File: src/rtl/fpu_q16_divider.sv
// Iterative signed Q16.48 divider, one quotient bit per clock, valid/ready on both sides.
// Quotient truncates toward zero and saturates on overflow; b == 0 raises div_zero.
// Optional build macro FPU_DIV_ROUND_NEAREST_EN: one extra quotient bit is produced and
// the result is rounded half away from zero instead of truncated.
module fpu_q16_divider #(
  parameter int unsigned FRAC_BITS = 48
) (
  input  logic        clk,
  input  logic        reset,
  input  logic        in_valid,
  output logic        in_ready,
  input  logic [63:0] a,
  input  logic [63:0] b,
  output logic        out_valid,
  input  logic        out_ready,
  output logic [63:0] result,
  output logic        div_zero,
  output logic        overflow
);

  localparam int unsigned IntBits = 64 - FRAC_BITS;
`ifdef FPU_DIV_ROUND_NEAREST_EN
  localparam int unsigned QuoW = 65;
`else
  localparam int unsigned QuoW = 64;
`endif
  localparam logic [6:0]  LastIter = 7'(QuoW - 1);
  localparam logic [63:0] MaxPos   = 64'h7FFF_FFFF_FFFF_FFFF;
  localparam logic [63:0] MinNeg   = 64'h8000_0000_0000_0000;

  typedef enum logic [2:0] {StIdle, StPrep, StIter, StFix, StDone} state_e;

  state_e            state_q, state_d;
  logic [63:0]       a_q, a_d;
  logic [63:0]       b_q, b_d;         // raw divisor until PREP, |b| afterwards
  logic              sign_q, sign_d;
  logic [63:0]       rem_q, rem_d;
  logic [63:0]       src_q, src_d;
  logic [QuoW-1:0]   quo_q, quo_d;
  logic [6:0]        cnt_q, cnt_d;
  logic [63:0]       result_q, result_d;
  logic              div_zero_q, div_zero_d;
  logic              overflow_q, overflow_d;

  logic [63:0] a_abs, b_abs;
  logic [64:0] rem_ext;
  logic        rem_ge;
  logic [63:0] rem_sub;
  logic [64:0] mag;

  // Datapath helpers: operand magnitudes, restoring step, final magnitude
  always_comb begin
    a_abs   = a_q[63] ? -a_q : a_q;
    b_abs   = b_q[63] ? -b_q : b_q;
    rem_ext = {rem_q, src_q[63]};
    rem_ge  = rem_ext >= {1'b0, b_q};
    // Difference is below |b| <= 2^63, so the low 64 bits are exact
    rem_sub = rem_ext[63:0] - b_q;
`ifdef FPU_DIV_ROUND_NEAREST_EN
    mag = {1'b0, quo_q[QuoW-1:1]} + 65'(quo_q[0]);
`else
    mag = {1'b0, quo_q};
`endif
  end

  // Next-state and datapath control
  always_comb begin
    state_d    = state_q;
    a_d        = a_q;
    b_d        = b_q;
    sign_d     = sign_q;
    rem_d      = rem_q;
    src_d      = src_q;
    quo_d      = quo_q;
    cnt_d      = cnt_q;
    result_d   = result_q;
    div_zero_d = div_zero_q;
    overflow_d = overflow_q;
    unique case (state_q)
      StIdle: begin
        if (in_valid) begin
          a_d     = a;
          b_d     = b;
          state_d = StPrep;
        end
      end
      StPrep: begin
        sign_d = a_q[63] ^ b_q[63];
        b_d    = b_abs;
        if (b_q == 64'd0) begin
          div_zero_d = 1'b1;
          if (a_q == 64'd0)  result_d = 64'd0;
          else if (a_q[63])  result_d = MinNeg;
          else               result_d = MaxPos;
          state_d = StDone;
        end else if (80'(a_abs) >= (80'(b_abs) << IntBits)) begin
          // Quotient magnitude would need more than 64 bits
          overflow_d = 1'b1;
          result_d   = (a_q[63] ^ b_q[63]) ? MinNeg : MaxPos;
          state_d    = StDone;
        end else begin
          rem_d   = a_abs >> IntBits;
          src_d   = a_abs << FRAC_BITS;
          quo_d   = '0;
          cnt_d   = 7'd0;
          state_d = StIter;
        end
      end
      StIter: begin
        src_d = src_q << 1;
        if (rem_ge) begin
          rem_d = rem_sub;
          quo_d = {quo_q[QuoW-2:0], 1'b1};
        end else begin
          rem_d = rem_ext[63:0];
          quo_d = {quo_q[QuoW-2:0], 1'b0};
        end
        cnt_d = cnt_q + 7'd1;
        if (cnt_q == LastIter) state_d = StFix;
      end
      StFix: begin
        if (!sign_q && mag > {1'b0, MaxPos}) begin
          result_d   = MaxPos;
          overflow_d = 1'b1;
        end else if (sign_q && mag > {1'b0, MinNeg}) begin
          result_d   = MinNeg;
          overflow_d = 1'b1;
        end else begin
          result_d = sign_q ? -mag[63:0] : mag[63:0];
        end
        state_d = StDone;
      end
      StDone: begin
        if (out_ready) begin
          div_zero_d = 1'b0;
          overflow_d = 1'b0;
          state_d    = StIdle;
        end
      end
      default: state_d = StIdle;
    endcase
  end

  // State registers with synchronous reset
  always_ff @(posedge clk) begin
    if (reset) begin
      state_q    <= StIdle;
      a_q        <= '0;
      b_q        <= '0;
      sign_q     <= 1'b0;
      rem_q      <= '0;
      src_q      <= '0;
      quo_q      <= '0;
      cnt_q      <= '0;
      result_q   <= '0;
      div_zero_q <= 1'b0;
      overflow_q <= 1'b0;
    end else begin
      state_q    <= state_d;
      a_q        <= a_d;
      b_q        <= b_d;
      sign_q     <= sign_d;
      rem_q      <= rem_d;
      src_q      <= src_d;
      quo_q      <= quo_d;
      cnt_q      <= cnt_d;
      result_q   <= result_d;
      div_zero_q <= div_zero_d;
      overflow_q <= overflow_d;
    end
  end

  assign in_ready  = (state_q == StIdle);
  assign out_valid = (state_q == StDone);
  assign result    = result_q;
  assign div_zero  = div_zero_q;
  assign overflow  = overflow_q;

endmodule
File: config.mk
export PLATFORM = sky130hd
export DESIGN_NAME = fpu_q16_divider
export DESIGN_NICKNAME = d
export VERILOG_FILES = /design/src/rtl/fpu_q16_divider.sv
export SDC_FILE = /design/constraint.sdc
export NUM_CORES = 1
export LEC_CHECK = 0
export CAP_MARGIN = 40
export CORE_MARGIN = 2
export CORE_UTILIZATION = 50
export DETAILED_ROUTE_END_ITERATION = 8
export PLACE_DENSITY = 0.7
export SLEW_MARGIN = 0
export SYNTH_ARGS = -nofsm -noshare
export SYNTH_HDL_FRONTEND = slang
export SYNTH_SLANG_ARGS = --single-unit
File: constraint.sdc
create_clock -name clk -period 9 [get_ports clk]
set_clock_uncertainty 0.15 [all_clocks]
set_input_delay 1.8 -clock clk [delete_from_list [all_inputs] [get_ports clk]]
set_output_delay 1.8 -clock clk [all_outputs]
set_load 0.02 [all_outputs]
### Word-level counts from Yosys, hierarchy flattened

Cells that the tools add are included.

* register bits: 397
* input bits: 132
* output and inout port bits: 68
* logic and storage cells: 94

* $add $sub $neg: 5
* magnitude comparators: 4
* equality and inequality tests: 14
* mux-type cells: 41
* bitwise logic cells: 1
* reduce and logical (&&, ||, !) cells: 18

Operators with widths (count)
* $mux W64: 18
* $pmux W64 S2: 5
* $neg A64 Y64: 3
* $logic_not A64 Y1: 2
* $ge A64 B80 Y1: 1
* $ge A65 B64 Y1: 1
* $gt A64 B63 Y1 const B: 1
* $gt A64 B64 Y1 const B: 1
* $sub A64 B64 Y64: 1
* $mux W3: 5
* $pmux W3 S5: 1
* $mux W7: 2
* $pmux W7 S2: 1
* $ne A2 B2 Y1 const B: 6
* $reduce_and A3 Y1: 3
* $reduce_bool A2 Y1: 4
* $add A7 B1 Y7 const B: 1
* $eq A7 B6 Y1 const B: 1
* $mux W1: 7
* $eq A3 B2 Y1 const B: 2
* $ne A3 B3 Y1 const B: 2
* $reduce_and A2 Y1: 3
* $reduce_and A5 Y1: 1
* $eq A3 B1 Y1 const B: 1
* other kinds (9): 10

### Logic depth before layout (Yosys ltp)

* depth after elaboration: 6
* gate-level depth with buffers: 26
* gate-level depth less buffers: 21

### Worst setup path after synthesis

Ideal clock, no wire load.

* kind: reg-to-reg
* start point: register a_q[0]
* end point: register rem_q[12]
* library setup time: 0.059 ns
* arrival: 6.433 ns
* data required time: 8.791 ns
* path slack: 2.358 ns
* stages on the path, launching flop included: 24
* buffers on the path: 2
* period minus slack after synthesis: 6.642 ns
* path through: dfxtp_1 nor3_1 nand4_1 or2_2 or3_1 or3_1 clkbuf_1 or3_1 nand2b_1 o31ai_1 xnor2_1 ha_1 nand4_1 or4_1 or4_1 or4_1 nor4_1 a311oi_1 a211oi_1 and3_1 nor3_4 nor2_2 buf_2 a221o_1

* cells in the longest elaborated chain, start to end: 5
* elaborated cells between the ends (all ways): 8
* classes of those cells: add/sub (1); order compare (1); eq/ne (1); mux (4); reduce/logical (1)

Ends and longest elaborated chain
* start: declaration: RTL line 34 `logic [63:0] a_q, a_d;`
* start signal: assignment: RTL line 148 `a_q <= '0;`
* start signal: assignment: RTL line 160 `a_q <= a_d;`
* $neg A64 Y64: RTL line 53 `a_abs = a_q[63] ? -a_q : a_q;`
* $mux W64 (*): RTL line 53
* $ge A64 B80 Y1 or $mux W64 (tied branches): RTL line 96 `end else if (80'(a_abs) >= (80'(b_abs) << IntBits)) begin`
* $ne A2 B2 Y1 (no line) or $mux W64 (tied branches)
* $reduce_and A3 Y1 (no line) or $pmux W64 S2 (tied branches)
* end signal: assignment: RTL line 163 `rem_q <= rem_d;`
* end: declaration: RTL line 37 `logic [63:0] rem_q, rem_d;`

Every way passes the cells marked *; elsewhere a longest branch is shown, timed or not. The select of a mux whose other input is x is not followed.
A chain may end at the register's enable or synchronous reset.

### Final worst setup path

* start point: register a_q[26]
* end point: register src_q[57]

* cells in the longest elaborated chain, start to end: 5

Ends and longest elaborated chain
* $neg A64 Y64: RTL line 53
* $mux W64 (*): RTL line 53
* $ge A64 B80 Y1 (*): RTL line 96
* $ne A2 B2 Y1 (no line) (*)
* $reduce_and A3 Y1 (no line) (*)
* end signal: assignment: RTL line 164 `src_q <= src_d;`
* end: declaration: RTL line 38 `logic [63:0] src_q, src_d;`

Every way passes the cells marked *; elsewhere a longest branch is shown, timed or not.

==> run metrics <==
Pint=about 0.0034 W; root buffer cell=clkbuf_16; Area growth syn-to-layout=15.56%; Async S/R FF share, synth=0%; CTS tree=done; Slew Limit Headroom=40.19%; CTS Hold Bufs=0; WL final=~90 mm; RSZ-0062 raised after global routing=false; initial detailed-routing violation count=around 2700; placed cells=just under 4000; DR pass1 iterations=6; Synth Net Count=between 3000 and 4000; CTS buffer count=43; crit-path max FO=15; total negative slack=0 ps; CTS sink count=about 350; RD Place Congestion=1.005; grt ovf=0; metal2 WL=roughly 40 mm; Comb pwr share=35.2%; WHS=roughly 300 ps; Setup Viol. Count Final=0; Reg2Reg Depth=22; share of cells above drive strength 1=6.254%; Synth Cell Area=0.02424 sq mm; final hold viol count=0; Clk pwr share=32.8%; clk_lat worst skew=roughly 600 ps; Residual DRC=0; Reg clk slew, reported paths=60 ps; Routed met3 length=7.203 mm; All-Layer GR Usage=33.82%; vias in the first global route=23730; Setup Buffers After CTS=0; Max-cap violations=0; Max IR drop VDD=0.1543 mV; initial core utilization=50.66%; ys flop type=dfxtp_1; DR vias=25550; sequential share of power=32.0%; Finished Layout Cells=roughly 4000; Post-DP HPWL=64.40 mm; port bufs=~200; Final WS setup=862.5 ps; CP startpoint kind=register; die footprint=0.05026 sq mm; crit share post-route=about nine tenths; Syn Area/Cell=7.431 sq um; Max Freq=122.9 MHz; DRT met1 WL=approximately 37 mm; Worst Path Arrival=8450 ps; die height=224.2 um; CTS max path bufs=3; distinct cell type count after synthesis=88; leading cell type in the layout, fill and taps excluded=nor2_1; switching part of the total=37.46%; register area share after synthesis=28.82%; required time worst endpoint=9320 ps; Hold Crit Depth=2; post-CTS sizing=0; NetSw=~0.002 W; # nets final=3561; Pwr per Cell Area=about 190 mW/mm^2; worst-margin pin slew=897.1 ps; pin count of the biggest net entering global routing=83; HP Class=register to register; synthesized flop and latch total=349; IO Count=200; H-Tree Depth=2; Die X=224.2 um; cell leakage power=10.57 nW; antenna violations before repair=4; Wirelength per Cell=22.26 um; Post-synth EDFFs=0; Rows=80; ANT nets after route=0; Place WS=1040 ps; vias per cell=6.451; Post-Synthesis Cells=3262; global-route wire length before repair=around 130 mm; core area=approximately 0.048 sq mm; critical path class=register to register; most frequent cells in the layout=nor2_1 (418), dfxtp_1 (346), a21oi_1 (321), nand2_1 (310), clkdlybuf4s50_1 (198); post-layout min period=just over 8000 ps; yosys warns=0; status=complete, no violations; top layer in use=met4; number of max-slew violations in the final report=0; Setup crit end kind=register
## power by group through the flow
stage	Combinational (W)	Clock, W	Sequential (W)
3_3_place_gp	0.00182	0	0.00176
3_5_place_dp	0.00185	0	0.00176
5_1_grt	0.00206	0.00186	0.00174
2_1_floorplan	0.00129	0	0.00173
6_report	0.00191	0.00178	0.00173
4_1_cts	0.00186	0.00180	0.00173
## routing by layer
layer	up-vias	GRT usage, %
li1	12010	-
met1	12180	44.11
met2	1158	54.43
met3	205	5.837
met4	0	15.89
met5	-	0
## cell families after synthesis
group	count (synthesis)	share of synthesized area, %
and+or+nand+nor	1174	22.49
AOI/OAI and AO/OA	1043	28.32
buffers and inverters	352	5.812
DFF	349	28.82
xor gates and xnor gates	184	6.648
adders and majority gates	118	6.122
muxes	42	1.781
## cell type report
type,instances,area (sq um)
fillers,4473,19830
multi-input cells,2561,15920
flip-flops and latches,349,6990
repair buffers,252,2499
clock buffers,59,1226
well taps,615,769.5
inverters,104,390.4
clock inverters,17,202.7
diodes,4,10.01
## path summary, 6_finish.rpt
path	startpoint	slack [ps]	endpoint
setup / recovery	a_q[26]	860	src_q[57]
setup reg to reg	a_q[26]	860	src_q[57]
hold reg to reg	a_q[63]	300	a_q[63]
hold / removal	a_q[63]	300	a_q[63]
## synth_stat cells, types with 47 or more instances
| cell type | instances | share of area, % |
|---|---|---|
| nor3_1 | 111 | 2.3 |
| clkbuf_1 | 192 | 3.0 |
| o31ai_1 | 47 | 1.5 |
| a22oi_1 | 75 | 2.3 |
| a211oi_1 | 56 | 1.7 |
| a221oi_1 | 51 | 1.8 |
| nor2_1 | 421 | 6.5 |
| o21ai_0 | 165 | 3.4 |
| nand4_1 | 52 | 1.3 |
| ha_1 | 117 | 6.0 |
| nand3_1 | 53 | 1.1 |
| a31oi_1 | 68 | 1.8 |
| a21oi_1 | 324 | 6.7 |
| xnor2_1 | 144 | 5.2 |
| inv_1 | 102 | 1.6 |
| nand2_1 | 312 | 4.8 |
| dfxtp_1 | 349 | 29 |
## critical path, stage by stage (launching register included)
cell and delay [ps]:
dfxtp_1 380, or4_1 610, nor4_1 480, nand3_1 220, or3_1 460, or4_1 570
or2_2 400, o41ai_1 400, xnor2_1 170, ha_1 330, nand4_1 120, or4_1 580
or4_1 530, or4_1 410, nor4_1 210, a311oi_1 180, a21oi_1 260, a31oi_2 210
buf_4 280, nand2_1 110, buf_4 220, nand2_1 310, o221a_2 430
## sequential cells by signal, indices dropped and copies added (netlist names)
signal / count
a_q: 64
b_q: 64
quo_q: 64
rem_q: 64
result: 64
src_q: 16
cnt_q: 7
state_q: 3
div_zero: 1
overflow: 1
sign_q: 1
## stage by stage
step / utilization (%) / total power (W) / cell area [sq um]
3_5_place_dp: 55.54 / 0.003613 / 26570
2_1_floorplan: - / 0.003026 / 24240
4_1_cts: 58.53 / 0.005396 / 28000
5_1_grt: 58.55 / 0.005661 / 28010
3_3_place_gp: 55.35 / 0.003577 / 26480
6_report: 58.55 / 0.005413 / 28010
(Power assumes the default switching activity.)
